===== config.mk =====
export PLATFORM = sky130hd
export DESIGN_NAME = adc_pwr_ctrl
export DESIGN_NICKNAME = d
export VERILOG_FILES = /design/src/rtl/adc_pwr_ctrl.sv
export SDC_FILE = /design/constraint.sdc
export NUM_CORES = 1
export LEC_CHECK = 0
export ABC_CLOCK_PERIOD_IN_PS = 2000
export CAP_MARGIN = 20
export CORE_MARGIN = 5
export CORE_UTILIZATION = 40
export DETAILED_ROUTE_END_ITERATION = 12
export PLACE_DENSITY = 0.72
export SLEW_MARGIN = 20
export SYNTH_ARGS = -nofsm -noshare
export SYNTH_HDL_FRONTEND = slang
export SYNTH_SLANG_ARGS = --single-unit

===== constraint.sdc =====
create_clock -name clk -period 2 [get_ports clk]
set_clock_uncertainty 0.15 [all_clocks]
set_input_delay 0.5 -clock clk [delete_from_list [all_inputs] [get_ports clk]]
set_output_delay 0.5 -clock clk [all_outputs]
set_load 0.05 [all_outputs]

===== src/rtl/adc_pwr_ctrl.sv =====
// ADC and output-domain power sequencer: wakes the rails, restores retention state,
// fires one conversion per request, and saves/sleeps after idling in READY.
module adc_pwr_ctrl #(
   parameter int PWR_UP_CYC = 4,
   parameter int RET_CYC    = 2,
   parameter int IDLE_CYC   = 16,
   parameter int DONE_TMO   = 64
) (
   input  logic       clk,
   input  logic       clr,
   input  logic       conv_req,
   input  logic [1:0] mode_req,
   input  logic       conv_done,
   output logic       Start,
   output logic       ADC_PWR_low,
   output logic       ADC_PWR_moderate,
   output logic       ADC_PWR_high,
   output logic       OUT_PWR,
   output logic       OUT_RET,
   output logic       OUT_RET_PWR,
   output logic       busy,
   output logic       err
);

   typedef enum logic [2:0] {
      SLEEP, WAKE, RESTORE, SETTLE, CONV, WAIT, READY, SAVE
   } state_t;

   localparam logic [7:0] PWR_LAST  = 8'(PWR_UP_CYC - 1);
   localparam logic [7:0] RET_LAST  = 8'(RET_CYC - 1);
   localparam logic [7:0] IDLE_LAST = 8'(IDLE_CYC - 1);
   localparam logic [7:0] TMO_LAST  = 8'(DONE_TMO - 1);

   state_t     state_q, state_d;
   logic [7:0] cnt_q, cnt_d;
   logic [1:0] mode_q, mode_d;
   logic       err_d, start_d, pwr_d, ret_d, busy_d;
   logic [2:0] rail_d;

   // Rail enable vector is {low, moderate, high}; mode 00 never reaches a rail.
   function automatic logic [2:0] rail_dec(input logic [1:0] m);
      case (m)
         2'b01:   rail_dec = 3'b100;
         2'b10:   rail_dec = 3'b010;
         2'b11:   rail_dec = 3'b001;
         default: rail_dec = 3'b000;
      endcase
   endfunction

   always_comb begin
      state_d = state_q;
      mode_d  = mode_q;
      err_d   = 1'b0;
      case (state_q)
         SLEEP: begin
            if (conv_req && (mode_req != 2'b00)) begin
               mode_d  = mode_req;
               state_d = WAKE;
            end
         end
         WAKE:    if (cnt_q == PWR_LAST) state_d = RESTORE;
         RESTORE: state_d = CONV;
         SETTLE:  if (cnt_q == PWR_LAST) state_d = CONV;
         CONV:    state_d = WAIT;
         WAIT: begin
            if (conv_done) begin
               state_d = READY;
            end else if (cnt_q == TMO_LAST) begin
               state_d = READY;
               err_d   = 1'b1;
            end
         end
         READY: begin
            if (conv_req) begin
               if (mode_req == 2'b00) begin
                  state_d = SAVE;
               end else if (mode_req == mode_q) begin
                  state_d = CONV;
               end else begin
                  mode_d  = mode_req;
                  state_d = SETTLE;
               end
            end else if (cnt_q == IDLE_LAST) begin
               state_d = SAVE;
            end
         end
         SAVE:    if (cnt_q == RET_LAST) state_d = SLEEP;
         default: state_d = SLEEP;
      endcase

      // Every state entry restarts the counter; it saturates rather than wrapping.
      if (state_d != state_q)   cnt_d = 8'd0;
      else if (cnt_q != 8'hFF)  cnt_d = cnt_q + 8'd1;
      else                      cnt_d = cnt_q;

      // Outputs are decoded from the next state so the registers line up with it.
      start_d = (state_d == CONV);
      pwr_d   = (state_d != SLEEP);
      ret_d   = (state_d inside {SLEEP, WAKE, SAVE});
      busy_d  = !(state_d inside {SLEEP, READY});
      rail_d  = pwr_d ? rail_dec(mode_d) : 3'b000;
   end

   always_ff @(posedge clk or posedge clr) begin
      if (clr) begin
         state_q          <= SLEEP;
         cnt_q            <= 8'd0;
         mode_q           <= 2'b00;
         Start            <= 1'b0;
         ADC_PWR_low      <= 1'b0;
         ADC_PWR_moderate <= 1'b0;
         ADC_PWR_high     <= 1'b0;
         OUT_PWR          <= 1'b0;
         OUT_RET          <= 1'b1;
         OUT_RET_PWR      <= 1'b1;
         busy             <= 1'b0;
         err              <= 1'b0;
      end else begin
         state_q          <= state_d;
         cnt_q            <= cnt_d;
         mode_q           <= mode_d;
         Start            <= start_d;
         ADC_PWR_low      <= rail_d[2];
         ADC_PWR_moderate <= rail_d[1];
         ADC_PWR_high     <= rail_d[0];
         OUT_PWR          <= pwr_d;
         OUT_RET          <= ret_d;
         OUT_RET_PWR      <= 1'b1;
         busy             <= busy_d;
         err              <= err_d;
      end
   end

endmodule


==> summary.md, run 1 <==
| Metric | Value |
|---|---|
| Buf/Inv on CP | 1 |
| Max FO, Critical Path | 8 |
| Post-synth top area share | 40.4% |
| Max VDD drop | 1.04 mV |
| Post-synth top area cell | dfrtp_1 |
| Register with the most flip-flops | cnt_q |
| Share of cells above drive strength 1 | 45.2% |
| Fraction of synthesized area in multiplexers | 0.910% |
| Failing checks | setup timing |
| Leak | 0.770 nW |
| FMAX | 0.472 GHz |
| Adder-Cell Fraction of Synth Area | 2.02% |
| Pwr dens | 1240 nW/um2 |
| Final core occ | 57.9% |
| # DRC | 0 |
| Post-Synth XOR/XNOR Area | 3.54% |
| Post-Synth Simple-Gate Area | 26.7% |
| I/O Pins | 15 |
| Die height | 65.6 um |
| Post-route antenna net violation count | 0 |
| Register area share after synthesis | 42.6% |
| Grt peak-use layer | met2 |
| I/O Buffers | 13 |
| CP top delay family | compound AO/OA/AOI/OAI gates |
| CP max-delay cell | a221o_2 |
| Drt pass-1 iters | 4 |
| Max reg flops | 8 |
| Critical path depth in cells | 6 |
| CP required | 2090 ps |
| Clock Tree Buf Depth | 2 |
| Vias post-DR | 1092 |
| Routed WL | 3030 um |
| Clock buffer count from CTS | 3 |
| CP Cell Sequence | clkdlybuf4s50_1 > nand4bb_4 > a41oi_2 > a21oi_4 > a221o_2 > nor3b_2 |
| Post-Place Cell Area | 1550 um2 |
| Gr usage total | 15.4% |
| Pwr Total | 0.00216 W |
| Mapped Cells | 125 |
| Setup crit end kind | flop |
| Reg2reg path depth | 9 |
| Vias in the first global route | 1149 |
| EDFF count, synth | 0 |
| Die W | 65.6 um |
| Global Route met3 Usage | 5.64% |
| Met1 Resource Use GR | 16.7% |
| Top FF cell, synth | dfrtp_1 |
| YS warnings | 0 |
| Maxcap violations | 0 |
| Core area | 3000 um2 |
| Diode count | 0 |
| WP data arrival | 2210 ps |
| Row cnt | 20 |
| Hold_buf cts | 0 |
| First-pass GRT wire length | 5130 um |
| Worst Setup Slack, final | -118 ps |
| Compound-Gate Fraction of Synth Area | 19.7% |
| Most frequent cells in the layout | 34 x buf_4, 20 x dfrtp_1, 11 x nor2_1 |
| Outcome | finished with violations |
| Initial antenna violation count | 0 |
| Avg Inst Size Synth | 9.90 um2 |
| Placer Congestion | 0.815 |
| Routing usage on met2 | 27.9% |
| Final HPWL from detailed placement | 2110 um |
| Clk_lat worst skew | 300 ps |
| Largest net degree at the start of global routing | 14 |
| Mapped Area | 1240 um2 |
| CP startpoint kind | primary input |
| Die Area | 4310 um2 |
| Fin crit share | 106% |
| Largest family of logic cells by synthesized area | simple AND/OR/NAND/NOR gates |
| Synth top area cells | dfrtp_1 40%, nand3_1 3.6%, nor2_1 3.3% |
| Unique cell type count in the Yosys netlist | 44 |
| Pins Over Slew Limit | 0 |
| Final #Nets | 175 |
| WL per Instance | 15.2 um |
| Hold Vio Cnt, Final | 0 |
| CTS Sinks | 21 |
| Most common cell after layout, fill and taps aside | buf_4 |
| TNS Setup | -1150 ps |
| Mapped Nets | 133 |
| Register bit count reported by yosys | 21 |
| Starting Density | 41.2% |
| 1st-iter DRT viols | 66 |
| Clk root buf | clkbuf_4 |
| Area grow syn2layout | 40.5% |
| CTS H-tree depth | 1 |
| CP max stage delay | 500 ps |
| Worst Path Class, Setup | in -> reg |
| CTS clock-pin slew for the worst setup and hold paths | 120 ps |
| Design area | 1740 um2 |
| CTS tree | done |
| Vias/cell | 5.49 |
| Hold slack final | 278 ps |
| Total grt overflow | 0 |
| Hold Path Class | in -> async |
| Largest regs | cnt_q x8, state_q x3, mode_q x2 |
| Async S/R FF share, synth | 100% |
| Min Tclk post-route | 2120 ps |
| Final setup violation count | 14 |
| RSZ-0062 raised after global routing | yes |
==> layout make-up <==
cell class,instances,area (um2)
Clock inverter,1,5.00
Multi-Input combinational cell,93,788
Tap cell,33,41.3
Sequential cell,21,527
Inverter,8,30.0
Timing Repair Buffer,40,325
Clock buffer,3,22.5
Fill cell,279,1260
==> worst paths after layout <==
| kind | startpoint | end | slack, ps |
|---|---|---|---|
| max | conv_done | cnt_q[2]$_DFFE_PP0P_ | -120 |
| min | clr | OUT_PWR$_DFF_PP0_ | 280 |
| max reg2reg | cnt_q[0]$_DFFE_PP0P_ | ADC_PWR_high$_DFF_PP0_ | -110 |
| min reg2reg | mode_q[0]$_DFF_PP0_ | mode_q[0]$_DFF_PP0_ | 520 |
| max in group asynchronous | clr | busy$_DFF_PP0_ | 950 |
| min in group clk | mode_q[0]$_DFF_PP0_ | mode_q[0]$_DFF_PP0_ | 520 |
==> cells in the mapped netlist, drive strengths merged, types with 3 or more instances <==
cell	count
nand2	6
nand3	9
nand4	3
o21ai	6
nor3	5
inv	8
and3	5
dfrtp	20
a211oi	4
a21oi	4
nor2	12
a31oi	5
nand2b	4
nor2b	3
xnor2	4
==> through the flow <==
| stage | cells | worst slack (ps) |
|---|---|---|
| 2_1_floorplan | 125 | 7.67 |
| 3_3_place_gp | 190 | -497 |
| 3_5_place_dp | 190 | -531 |
| 4_1_cts | 199 | -67.2 |
| 5_1_grt | 199 | -221 |
| 6_report | 199 | -118 |
==> kinds of logic after synthesis <==
group           Yosys count
compound gates           29
xor+xnor                  5
simple gates             55
flops                    21
fa+ha+maj                 2
buf+inv                  11
other cells               1
mux                       1
==> repair_timing <==
action | CTS | global route
cloned | 0 | 0
pin swaps | 4 | 6
resized for setup | 12 | 15
setup buffers | 5 | 0
endpoints found under the setup margin | 15 | 19
==> power breakdown <==
group	internal [W]	leakage [nW]	total [W]	switching, W
clock	0.0000746	0.0177	0.000204	0.000129
combinational	0.000548	0.482	0.00125	0.000704
sequential	0.000552	0.271	0.000701	0.000149
total	0.00117	0.770	0.00216	0.000982
==> layer usage <==
metal	part of all wire (%)	wire (um)
met2	55	1680
met1	39	1180
met4	0.86	26
met3	4.7	142
met5	0	0
Note: power is estimated with default switching activity, not from simulation.
==> inputs of run 2 (changes only) <==
--- a/config.mk
+++ b/config.mk
@@ -11,7 +11,6 @@
 export CORE_UTILIZATION = 40
 export DETAILED_ROUTE_END_ITERATION = 12
 export PLACE_DENSITY = 0.72
-export SLEW_MARGIN = 20
 export SYNTH_ARGS = -nofsm -noshare
 export SYNTH_HDL_FRONTEND = slang
 export SYNTH_SLANG_ARGS = --single-unit
==> results of run 2 <==
Same layout as run 1: the final DEF is identical, and so are final timing and power.
==> inputs of run 3 (changes only) <==
--- a/config.mk
+++ b/config.mk
@@ -9,6 +9,7 @@
 export CAP_MARGIN = 20
 export CORE_MARGIN = 5
 export CORE_UTILIZATION = 40
+export CTS_BUF_LIST = sky130_fd_sc_hd__clkbuf_16
 export DETAILED_ROUTE_END_ITERATION = 12
 export PLACE_DENSITY = 0.72
 export SYNTH_ARGS = -nofsm -noshare
==> run 3 against run 2 <==
  * The run still ends with setup timing left
  * Critical path depth is 3 higher
  * Global-route usage is 0.17 points higher
  * Non-clock buffer count is 2 higher
  * Design area is 2.3% higher
  * Combinational power hardly changed
  * Flip-flop and latch count stayed put
  * Hold slack better by 70 ps
  * Clock power is 100% higher
==> summary.md, run 3 (synthesized netlist as in run 1, its figures left out) <==
| Metric | Value |
|---|---|
| Area grow syn2layout | 43.8% |
| Max VDD drop | 0.960 mV |
| Initial antenna violation count | 0 |
| Drt pass-1 iters | 4 |
| Pins Over Slew Limit | 0 |
| I/O Pins | 15 |
| 1st-iter DRT viols | 84 |
| Pwr Total | 0.00234 W |
| Core area | 3000 um2 |
| Clk_lat worst skew | 250 ps |
| Register with the most flip-flops | cnt_q |
| Failing checks | setup timing |
| Gr usage total | 15.5% |
| Clock buffer count from CTS | 3 |
| CTS H-tree depth | 1 |
| Routed WL | 2930 um |
| Vias/cell | 5.41 |
| Die Area | 4310 um2 |
| Total grt overflow | 0 |
| Fin crit share | 104% |
| Final core occ | 59.3% |
| Most common cell after layout, fill and taps aside | buf_4 |
| Vias post-DR | 1088 |
| Max reg flops | 8 |
| Starting Density | 41.2% |
| Worst Setup Slack, final | -82.1 ps |
| First-pass GRT wire length | 5130 um |
| Final #Nets | 177 |
| Hold_buf cts | 0 |
| Largest regs | cnt_q x8, state_q x3, mode_q x2 |
| Pwr dens | 1320 nW/um2 |
| Clk root buf | clkbuf_16 |
| Diode count | 0 |
| CTS tree | done |
| Die W | 65.6 um |
| Outcome | finished with violations |
| Vias in the first global route | 1100 |
| Final setup violation count | 11 |
| Post-route antenna net violation count | 0 |
| CP startpoint kind | flop |
| FMAX | 0.480 GHz |
| # fillers | 282 |
| # DRC | 0 |
| Worst Path Class, Setup | reg -> reg |
| Hold Vio Cnt, Final | 0 |
| Final HPWL from detailed placement | 2110 um |
| Largest net degree at the start of global routing | 14 |
| Setup crit end kind | flop |
| Maxcap violations | 0 |
| RSZ-0062 raised after global routing | yes |
| Clock Tree Buf Depth | 2 |
| Max FO, Critical Path | 4 |
| Share of cells above drive strength 1 | 46.4% |
| CTS clock-pin slew for the worst setup and hold paths | 60 ps |
| I/O Buffers | 13 |
| Die height | 65.6 um |
| Leak | 0.794 nW |
| CP required | 1980 ps |
| Min Tclk post-route | 2080 ps |
| Row cnt | 20 |
| Pre-CTS WS | -531 ps |
| WL per Instance | 14.6 um |
| Placer Congestion | 0.815 |
| Most frequent cells in the layout | 36 x buf_4, 20 x dfrtp_1, 9 x nor2_1 |
| CTS Sinks | 21 |
| WP data arrival | 2060 ps |
| Hold Path Class | in -> async |
-- run 3: cell count changes in the layout (fill, tap and decap cells not counted), sizes merged --
cell and delta:
clkbuf +1, dlygate4sd2 +1, buf +2, clkdlybuf4s50 -1, dlymetal6s2s -1
-- run 3: final timing paths --
check,from,endpoint,slack (ps),cells after the start
setup / recovery,cnt_q[1]$_DFFE_PP0P_,ADC_PWR_high$_DFF_PP0_,-80,9
min in group clk,mode_q[0]$_DFF_PP0_,mode_q[0]$_DFF_PP0_,500,2
max in group asynchronous,clr,state_q[1]$_DFF_PP0_,870,3
setup reg to reg,cnt_q[1]$_DFFE_PP0P_,ADC_PWR_high$_DFF_PP0_,-80,9
hold / removal,clr,OUT_PWR$_DFF_PP0_,350,2
hold reg to reg,mode_q[0]$_DFF_PP0_,mode_q[0]$_DFF_PP0_,500,2
-- run 3: what timing repair did --
action                                  in CTS  in global routing
gates resized for setup                     16                 11
endpoints found under the setup margin      15                 17
pin swaps                                    5                  8
buffers inserted                             5                  2
-- run 3: layout make-up --
class	instances	area, um2	share of cell area [%]
Timing Repair Buffer	42	332	18.6
Tap cell	33	41.3	2.32
Multi-Input combinational cell	93	769	43.2
Clock buffer	3	75.1	4.22
Inverter	8	30.0	1.69
Clock inverter	1	5.00	0.281
Sequential cell	21	527	29.6
-- run 3: worst max-delay path, cell delays in order, from the launching register on --
cell and delay [ps]:
dfrtp_1 440, ha_4 200, and3_4 160, and3_4 180, o21ai_2 130, buf_4 130, a31oi_1 60, buf_4 160
nor3_4 260, nor3_1 80
-- run 3: through the flow --
stage	TNS, ps	hold slack (ps)	instances	cell area [um2]
floorplan	0	326	125	1240
global placement	-6760	442	190	1550
detailed placement	-7400	459	190	1550
CTS	-369	352	199	1730
global route	-1930	375	201	1780
finish	-589	348	201	1780
-- run 3: metal layers --
metal	GRT usage, %	up-vias	routed length [um]
met3	4.62	2	128
li1	-	542	-
met5	0	-	0
met2	28.3	17	1620
met4	3.11	0	18
met1	17.8	527	1170
-- run 3: report_power, final --
part | internal, W | switching [W]
clock network | 0.000268 | 0.000150
logic | 0.000533 | 0.000701
registers | 0.000554 | 0.000137
